--- src/rtl/imm_extend_pipe_pkg.sv ---
// Shared encodings for the immediate-extension pipeline: extension modes
// and the skid-buffer occupancy states.
package imm_extend_pipe_pkg;

    localparam int MODE_W  = 2;
    localparam int STATE_W = 2;

    typedef enum logic [MODE_W-1:0] {
        MODE_SEXT  = 2'b00,
        MODE_ZEXT  = 2'b01,
        MODE_BOFF  = 2'b10,
        MODE_UPPER = 2'b11
    } mode_e;

    typedef enum logic [STATE_W-1:0] {
        ST_EMPTY = 2'd0,
        ST_ONE   = 2'd1,
        ST_TWO   = 2'd2
    } state_e;

endpackage : imm_extend_pipe_pkg

--- src/rtl/imm_ext_core.sv ---
// Combinational immediate extender: sign/zero extend, branch offset
// (sign-extended, shifted left by one) and upper-immediate placement.
module imm_ext_core
    import imm_extend_pipe_pkg::*;
#(
    parameter int IN_W  = 12,
    parameter int OUT_W = 16
) (
    input  logic [IN_W-1:0]   i_a,
    input  logic [MODE_W-1:0] i_mode,
    output logic [OUT_W-1:0]  o_r
);

    logic [OUT_W-1:0] w_sext;
    logic [OUT_W-1:0] w_zext;
    logic [OUT_W-1:0] w_boff;
    logic [OUT_W-1:0] w_upper;

    // Size casts avoid a zero-width replication when IN_W == OUT_W.
    assign w_sext  = OUT_W'($signed(i_a));
    assign w_zext  = OUT_W'(i_a);
    assign w_boff  = {w_sext[OUT_W-2:0], 1'b0};
    assign w_upper = w_zext << (OUT_W - IN_W);

    // NOTE: every output of a combinational block gets a default first, so no latch can be inferred.
    always_comb begin
        o_r = w_sext;
        case (i_mode)
            MODE_SEXT:  o_r = w_sext;
            MODE_ZEXT:  o_r = w_zext;
            MODE_BOFF:  o_r = w_boff;
            MODE_UPPER: o_r = w_upper;
            default:    o_r = w_sext;
        endcase
    end

endmodule : imm_ext_core

--- src/rtl/imm_extend_pipe.sv ---
// Immediate extender behind a 2-entry skid FIFO: one-cycle latency,
// full throughput, registered result, ready independent of R_ready.
module imm_extend_pipe
    import imm_extend_pipe_pkg::*;
#(
    parameter int IN_W  = 12,
    parameter int OUT_W = 16
) (
    input  logic              CLK,
    input  logic              Reset,
    input  logic [IN_W-1:0]   A,
    input  logic [MODE_W-1:0] MODE,
    input  logic              A_valid,
    output logic              A_ready,
    output logic [OUT_W-1:0]  R,
    output logic              R_valid,
    input  logic              R_ready
);

    state_e           r_state;
    state_e           w_state_next;
    logic [OUT_W-1:0] r_head;
    logic [OUT_W-1:0] r_tail;
    logic [OUT_W-1:0] w_ext;
    logic             w_a_ready;
    logic             w_r_valid;
    logic             w_push;
    logic             w_pop;

    imm_ext_core #(
        .IN_W  (IN_W),
        .OUT_W (OUT_W)
    ) u_core (
        .i_a    (A),
        .i_mode (MODE),
        .o_r    (w_ext)
    );

    assign w_push = A_valid & w_a_ready;
    assign w_pop  = w_r_valid & R_ready;

    // NOTE: sequential state uses non-blocking assignments so every flop samples pre-edge values.
    always_ff @(posedge CLK) begin
        if (Reset) r_state <= ST_EMPTY;
        else       r_state <= w_state_next;
    end

    always_comb begin
        w_state_next = r_state;
        case (r_state)
            ST_EMPTY: if (w_push) w_state_next = ST_ONE;
            ST_ONE: begin
                if (w_push && !w_pop)      w_state_next = ST_TWO;
                else if (!w_push && w_pop) w_state_next = ST_EMPTY;
            end
            ST_TWO:   if (w_pop) w_state_next = ST_ONE;
            default:  w_state_next = ST_EMPTY;
        endcase
    end

    // Handshake flags come from the state alone; R_ready never reaches A_ready.
    always_comb begin
        w_a_ready = (r_state != ST_TWO);
        w_r_valid = (r_state != ST_EMPTY);
    end

    assign A_ready = w_a_ready;
    assign R_valid = w_r_valid;

    // Head register drives R directly; it is the only storage with a defined reset value.
    always_ff @(posedge CLK) begin
        if (Reset) begin
            r_head <= '0;
        end else begin
            case (r_state)
                ST_EMPTY: if (w_push) r_head <= w_ext;
                ST_ONE:   if (w_push && w_pop) r_head <= w_ext;
                ST_TWO:   if (w_pop) r_head <= r_tail;
                default:  r_head <= r_head;
            endcase
        end
    end

    // NOTE: the skid entry is not reset; it is only read after being written in state ONE.
    always_ff @(posedge CLK) begin
        if (r_state == ST_ONE && w_push && !w_pop) r_tail <= w_ext;
    end

    assign R = r_head;

endmodule : imm_extend_pipe

--- config.mk ---
export PLATFORM = sky130hd
export DESIGN_NAME = imm_extend_pipe
export DESIGN_NICKNAME = d
export VERILOG_FILES = /design/src/rtl/imm_extend_pipe_pkg.sv /design/src/rtl/imm_ext_core.sv /design/src/rtl/imm_extend_pipe.sv
export SDC_FILE = /design/constraint.sdc
export NUM_CORES = 1
export LEC_CHECK = 0
export ABC_AREA = 1
export CORE_ASPECT_RATIO = 1.2
export CORE_MARGIN = 2
export CORE_UTILIZATION = 50
export DETAILED_ROUTE_END_ITERATION = 16
export PLACE_DENSITY = 0.78
export SETUP_SLACK_MARGIN = 0.02
export SLEW_MARGIN = 20
export SYNTH_ARGS = -nofsm -noshare
export SYNTH_HDL_FRONTEND = slang
export SYNTH_SLANG_ARGS = --single-unit
--- constraint.sdc ---
create_clock -name CLK -period 2.7 [get_ports CLK]
set_clock_uncertainty 0.05 [all_clocks]
set_input_delay 0.81 -clock CLK [delete_from_list [all_inputs] [get_ports CLK]]
set_output_delay 0.81 -clock CLK [all_outputs]
set_load 0.05 [all_outputs]
==> results of run 1 <==
[power breakdown]
part / switching (mW) / total (mW) / internal (mW)
Sequential: 0.0150 / 0.590 / 0.575
Clock: 0.175 / 0.381 / 0.205
Combinational: 0.220 / 0.338 / 0.118
[synth_stat cells]
| cell | number |
|---|---|
| nand2_1 | 70 |
| inv_1 | 40 |
| nand3_1 | 37 |
| nor2_1 | 34 |
| dfxtp_1 | 18 |
| a21oi_1 | 16 |
| edfxtp_1 | 16 |
| buf_1 | 3 |
| buf_2 | 3 |
| clkbuf_1 | 2 |
| nand2_2 | 2 |
| a211oi_1 | 1 |
| a21boi_0 | 1 |
| buf_4 | 1 |
| buf_6 | 1 |
| clkinv_1 | 1 |
| nor3_1 | 1 |
| o21ai_0 | 1 |
| o21ai_1 | 1 |
[registers in the layout (all words and copies together), names as in the netlist]
signal	count
r_state	2
R	16
r_tail	16
[final cells by class]
| type | count | area (um^2) | area share [%] |
|---|---|---|---|
| clock inverter | 1 | 5.005 | 0.2246 |
| timing repair buffer | 41 | 392.9 | 17.63 |
| multi-input combinational | 164 | 703.2 | 31.56 |
| inverter | 41 | 153.9 | 6.906 |
| tap | 37 | 46.29 | 2.077 |
| clock buffer | 7 | 86.33 | 3.874 |
| sequential | 34 | 840.8 | 37.73 |
[worst reg2reg max path: stages, from the launching register on]
cell and delay, ps:
dfxtp_1 400, inv_1 120, nand2_2 90, buf_4 270
nand2_2 110, nand2_1 70, buf_4 280, nand2_1 100
nand2_1 90, a21oi_1 50
[routing by layer]
layer	vias up	track usage (%)	routed length [um]
li1	854	-	-
met1	712	24.85	1696
met2	50	33.81	1761
met3	4	4.104	148
met4	0	9.593	36
met5	-	0	0
[path summary, 6_finish.rpt]
path         cells after the start       to  slack (ps)  startpoint
max reg2reg                      9    R[13]         960  r_state[0]
min reg2reg                      2    R[15]         420       R[15]
max                              3  R_valid         170  r_state[0]
min                              2    R[15]         420       R[15]
[cells by family after synthesis]
kind of cell	Yosys count	share of synthesized area [%]
flip-flops	34	48.17
AO/OA/AOI/OAI	20	6.021
buffers and inverters	51	11.83
AND/OR/NAND/NOR	144	33.98
[metrics by stage]
step / hold WS, ps / worst slack, ps / utilization, % / instances
floorplan: 441.1 / 209.8 / - / 249
global placement: 407.1 / 428.1 / 64.02 / 317
detailed placement: 415.9 / 411.8 / 64.02 / 317
CTS: 426.3 / 169.4 / 66.75 / 325
global route: 478.0 / 89.07 / 66.75 / 325
finish: 417.8 / 172.6 / 66.75 / 325
==> results.py, run 1 <==
metrics = {
    "run_status": {
        "status": "completed",
    },
    "timing": {
        "setup_violations": 0,
        "final.period_utilization_pct": 93.61,
        "timing_hold_violations_final": 0,
        "tns_ps": 0,
        "rsz0062_at_grt": "no",
        "slew_violations": 0,
        "slew_headroom_pct": 65.80,
        "fin_crit_ps": 2527,
        "max_freq_mhz": 395.7,
        "tightest_slew_ps": 511.2,
    },
    "finish": {
        "num-nets-final": 305,
        "area_growth_pct": 27.67,
        "final_cell_mix": "70 x nand2_1, 40 x inv_1, 37 x nand3_1",
        "finalInstanceArea_mm2": 0.002228,
        "antennaDiodeCount": 0,
        "nFillCells": 295,
        "drive_above_1_share_pct": 5.903,
        "layout_commonest_cell": "nand2_1",
    },
    "power_and_ir_drop": {
        "power_density_mw_per_mm2": 587.6,
        "ir_worst_vdd_uv": 431.2,
        "p_leak_nw": 1.072,
        "p_total_mw": 1.309,
    },
    "placed_design": {
        "hpwlAfterDp_um": 2611,
        "gp_congestion": 0.8669,
        "place_area_mm2": 0.002137,
        "port_buffers": 35,
    },
    "setup_path": {
        "cp_slowest_cell": "clkdlybuf4s50_1",
        "max_stage_delay_ps": 790,
        "cp_max_fo": 5,
        "crit_buf_inv": 2,
        "crit_chain": "inv_1, nand2_1, clkdlybuf4s50_1",
        "worstSetupPathType": "reg2out",
        "required_ps": 1840,
        "setup.worst_path.start_class": "register",
        "crit_path_end_kind": "primary output",
        "crit_arrival_ps": 1670,
        "critPathTopFamily": "buffers and inverters",
    },
    "synth": {
        "synth_top_area_cell": "edfxtp_1",
        "ys_ff_latch": 34,
        "yosys_warnings": 0,
        "syn-num-nets": 267,
        "netlist_instances": 249,
        "synth_area_mm2": 0.001745,
        "ys_types": 19,
        "seq_area_frac_synth_pct": 48.17,
        "synthTopCellsByArea": "edfxtp_1 28%, dfxtp_1 21%, nand2_1 15%",
        "synth_top_cell_area_share_pct": 27.53,
        "avgSynthCellArea_um2": 7.010,
    },
    "min_path": {
        "hp-class": "reg2reg",
    },
    "clock_network": {
        "numCtsBuffers": 5,
        "root_buffer": "clkbuf_8",
        "clkTransAtPathRegs_ps": 70,
        "clock_sinks": 34,
        "cts_hold_buf": 0,
        "cts_tree": "built",
        "ctsResizeCount": 0,
        "cts_setup_buffers": 0,
        "cts_max_path_buffers": 2,
        "clk_latency_ps": 280,
        "htreeDepth": 2,
    },
    "routing": {
        "wirelength_um": 3642,
        "viasPerCell": 4.985,
        "drt_iter0_markers": 63,
        "dr.pass1.iters": 6,
        "drc": 0,
        "num_vias": 1620,
        "wl_per_cell_um": 11.21,
        "final_antenna_net_count": 0,
    },
    "floorplan": {
        "die_h_um": 68.72,
        "initial_core_util_pct": 52.29,
        "fp.dieW_um": 57.94,
        "coreArea_mm2": 0.003338,
        "ios": 36,
        "placementRows": 23,
        "die_area_mm2": 0.003981,
    },
    "global_routing": {
        "antenna_found_initial": 0,
        "grt_usage_pct": 20.14,
        "grt_pass1_vias": 1392,
        "gr-total-overflow": 0,
        "grt_pass1_wl_um": 6023,
        "grt_max_degree": 30,
    },
    "flow_run": {
        "max_cap_viol_count": 0,
    },
}
Power figures use the tool's default switching activity.
==> run 2: changes to the inputs <==
Settings changed: PLACE_DENSITY 0.78 to 0.86, SLEW_MARGIN 20 to not set.
==> results.py, run 2 (synthesis gave the netlist of run 1 again) <==
metrics = {
    "timing": {
        "timing_hold_violations_final": 0,
        "max_freq_mhz": 396.7,
        "fin_crit_ps": 2521,
        "slew_violations": 0,
        "slew_headroom_pct": 66.06,
        "rsz0062_at_grt": "no",
        "final.period_utilization_pct": 93.36,
        "tns_ps": 0,
        "tightest_slew_ps": 507.2,
        "setup_violations": 0,
    },
    "min_path": {
        "hold_start": "R[15]",
        "hp-class": "reg2reg",
    },
    "finish": {
        "drive_above_1_share_pct": 5.208,
        "nFillCells": 295,
        "num-nets-final": 305,
        "final-instance-count-excl-fill": 325,
        "multi_input_area_um2": 703.2,
        "utilization_pct": 66.42,
        "layout_commonest_cell": "nand2_1",
        "final-seq-area_um2": 840.8,
        "antennaDiodeCount": 0,
        "final_cell_mix": "70 x nand2_1, 40 x inv_1, 37 x nand3_1",
        "area_growth_pct": 27.03,
    },
    "clock_network": {
        "clk_latency_ps": 280,
        "cts_max_path_buffers": 2,
        "clkTransAtPathRegs_ps": 70,
        "root_buffer": "clkbuf_8",
        "ctsResizeCount": 0,
        "clock_sinks": 34,
        "htreeDepth": 2,
        "cts_hold_buf": 0,
        "cts_tree": "built",
        "cts_setup_buffers": 0,
        "numCtsBuffers": 5,
    },
    "setup_path": {
        "crit_chain": "inv_1, nand2_1, clkdlybuf4s50_1",
        "cp-startpoint": "r_state[0]",
        "crit_path_end_kind": "primary output",
        "cp_max_fo": 5,
        "required_ps": 1840,
        "cp_slowest_cell": "clkdlybuf4s50_1",
        "setup.worst_path.start_class": "register",
        "r2r_start": "r_state[0]",
        "max_stage_delay_ps": 790,
        "worstSetupPathType": "reg2out",
        "crit_arrival_ps": 1660,
    },
    "floorplan": {
        "die_h_um": 68.72,
        "fp.dieW_um": 57.94,
        "ios": 36,
        "initial_core_util_pct": 52.29,
        "coreArea_mm2": 0.003338,
        "die_area_mm2": 0.003981,
        "placementRows": 23,
    },
    "global_routing": {
        "grt_pass1_wl_um": 6065,
        "gr-total-overflow": 0,
        "antenna_found_initial": 0,
        "grt_usage_pct": 20.33,
        "grt_pass1_vias": 1409,
        "grt_max_degree": 28,
    },
    "power_and_ir_drop": {
        "ir_worst_vdd_uv": 387.4,
        "power_density_mw_per_mm2": 578.7,
        "p_leak_nw": 1.063,
        "p_total_mw": 1.283,
    },
    "routing": {
        "final_antenna_net_count": 0,
        "drt_iter0_markers": 48,
        "drc": 0,
        "wirelength_um": 3676,
        "num_vias": 1625,
        "wl_per_cell_um": 11.31,
        "viasPerCell": 5.000,
        "dr.pass1.iters": 4,
    },
    "placed_design": {
        "gp_congestion": 0.8067,
        "dpl.cell_count": 317,
        "hpwlAfterDp_um": 2668,
        "port_buffers": 35,
    },
    "flow_run": {
        "max_cap_viol_count": 0,
    },
    "run_status": {
        "status": "completed",
    },
}
run 2: worst paths after layout:
| kind | to | slack (ps) | cells after the start |
|---|---|---|---|
| setup / recovery | R_valid | 180 | 3 |
| hold reg to reg | R[15] | 430 | 2 |
| setup reg to reg | R[15] | 880 | 9 |
| hold / removal | R[15] | 430 | 2 |
run 2: per-stage QoR:
step / setup slack [ps] / area [um^2] / hold WS [ps]
global route: 130.3 / 2217 / 455.1
global placement: 378.1 / 2137 / 405.7
CTS: 184.0 / 2217 / 441.2
detailed placement: 309.6 / 2137 / 431.6
floorplan: 209.8 / 1745 / 441.1
finish: 179.3 / 2217 / 431.3
run 2: layout make-up:
type / count / share of cell area (%)
Sequential cell: 34 / 37.92
Inverter: 41 / 6.941
Timing Repair Buffer: 41 / 17.72
Multi-Input combinational cell: 164 / 31.72
Clock buffer: 8 / 3.612
Tap cell: 37 / 2.088
run 2: critical path: cells and delay by family (launching register included):
kind / cells / cell delay (ps)
flip-flops: 1 / 400
buffers and inverters: 2 / 900
AND/OR/NAND/NOR: 1 / 70
run 2: power breakdown:
part           internal, mW  total, mW  switching, mW
registers             0.575      0.591         0.0156
logic                 0.118      0.338          0.219
clock network         0.183      0.354          0.171
run 2: metal layers:
| metal | up-vias | part of all wire, % | global-route usage [%] |
|---|---|---|---|
| met5 | - | 0 | 0 |
| met4 | 0 | 2.0 | 9.884 |
| met3 | 8 | 5.3 | 4.851 |
| met2 | 49 | 48 | 34.38 |
| met1 | 719 | 44 | 24.38 |
| li1 | 849 | - | - |
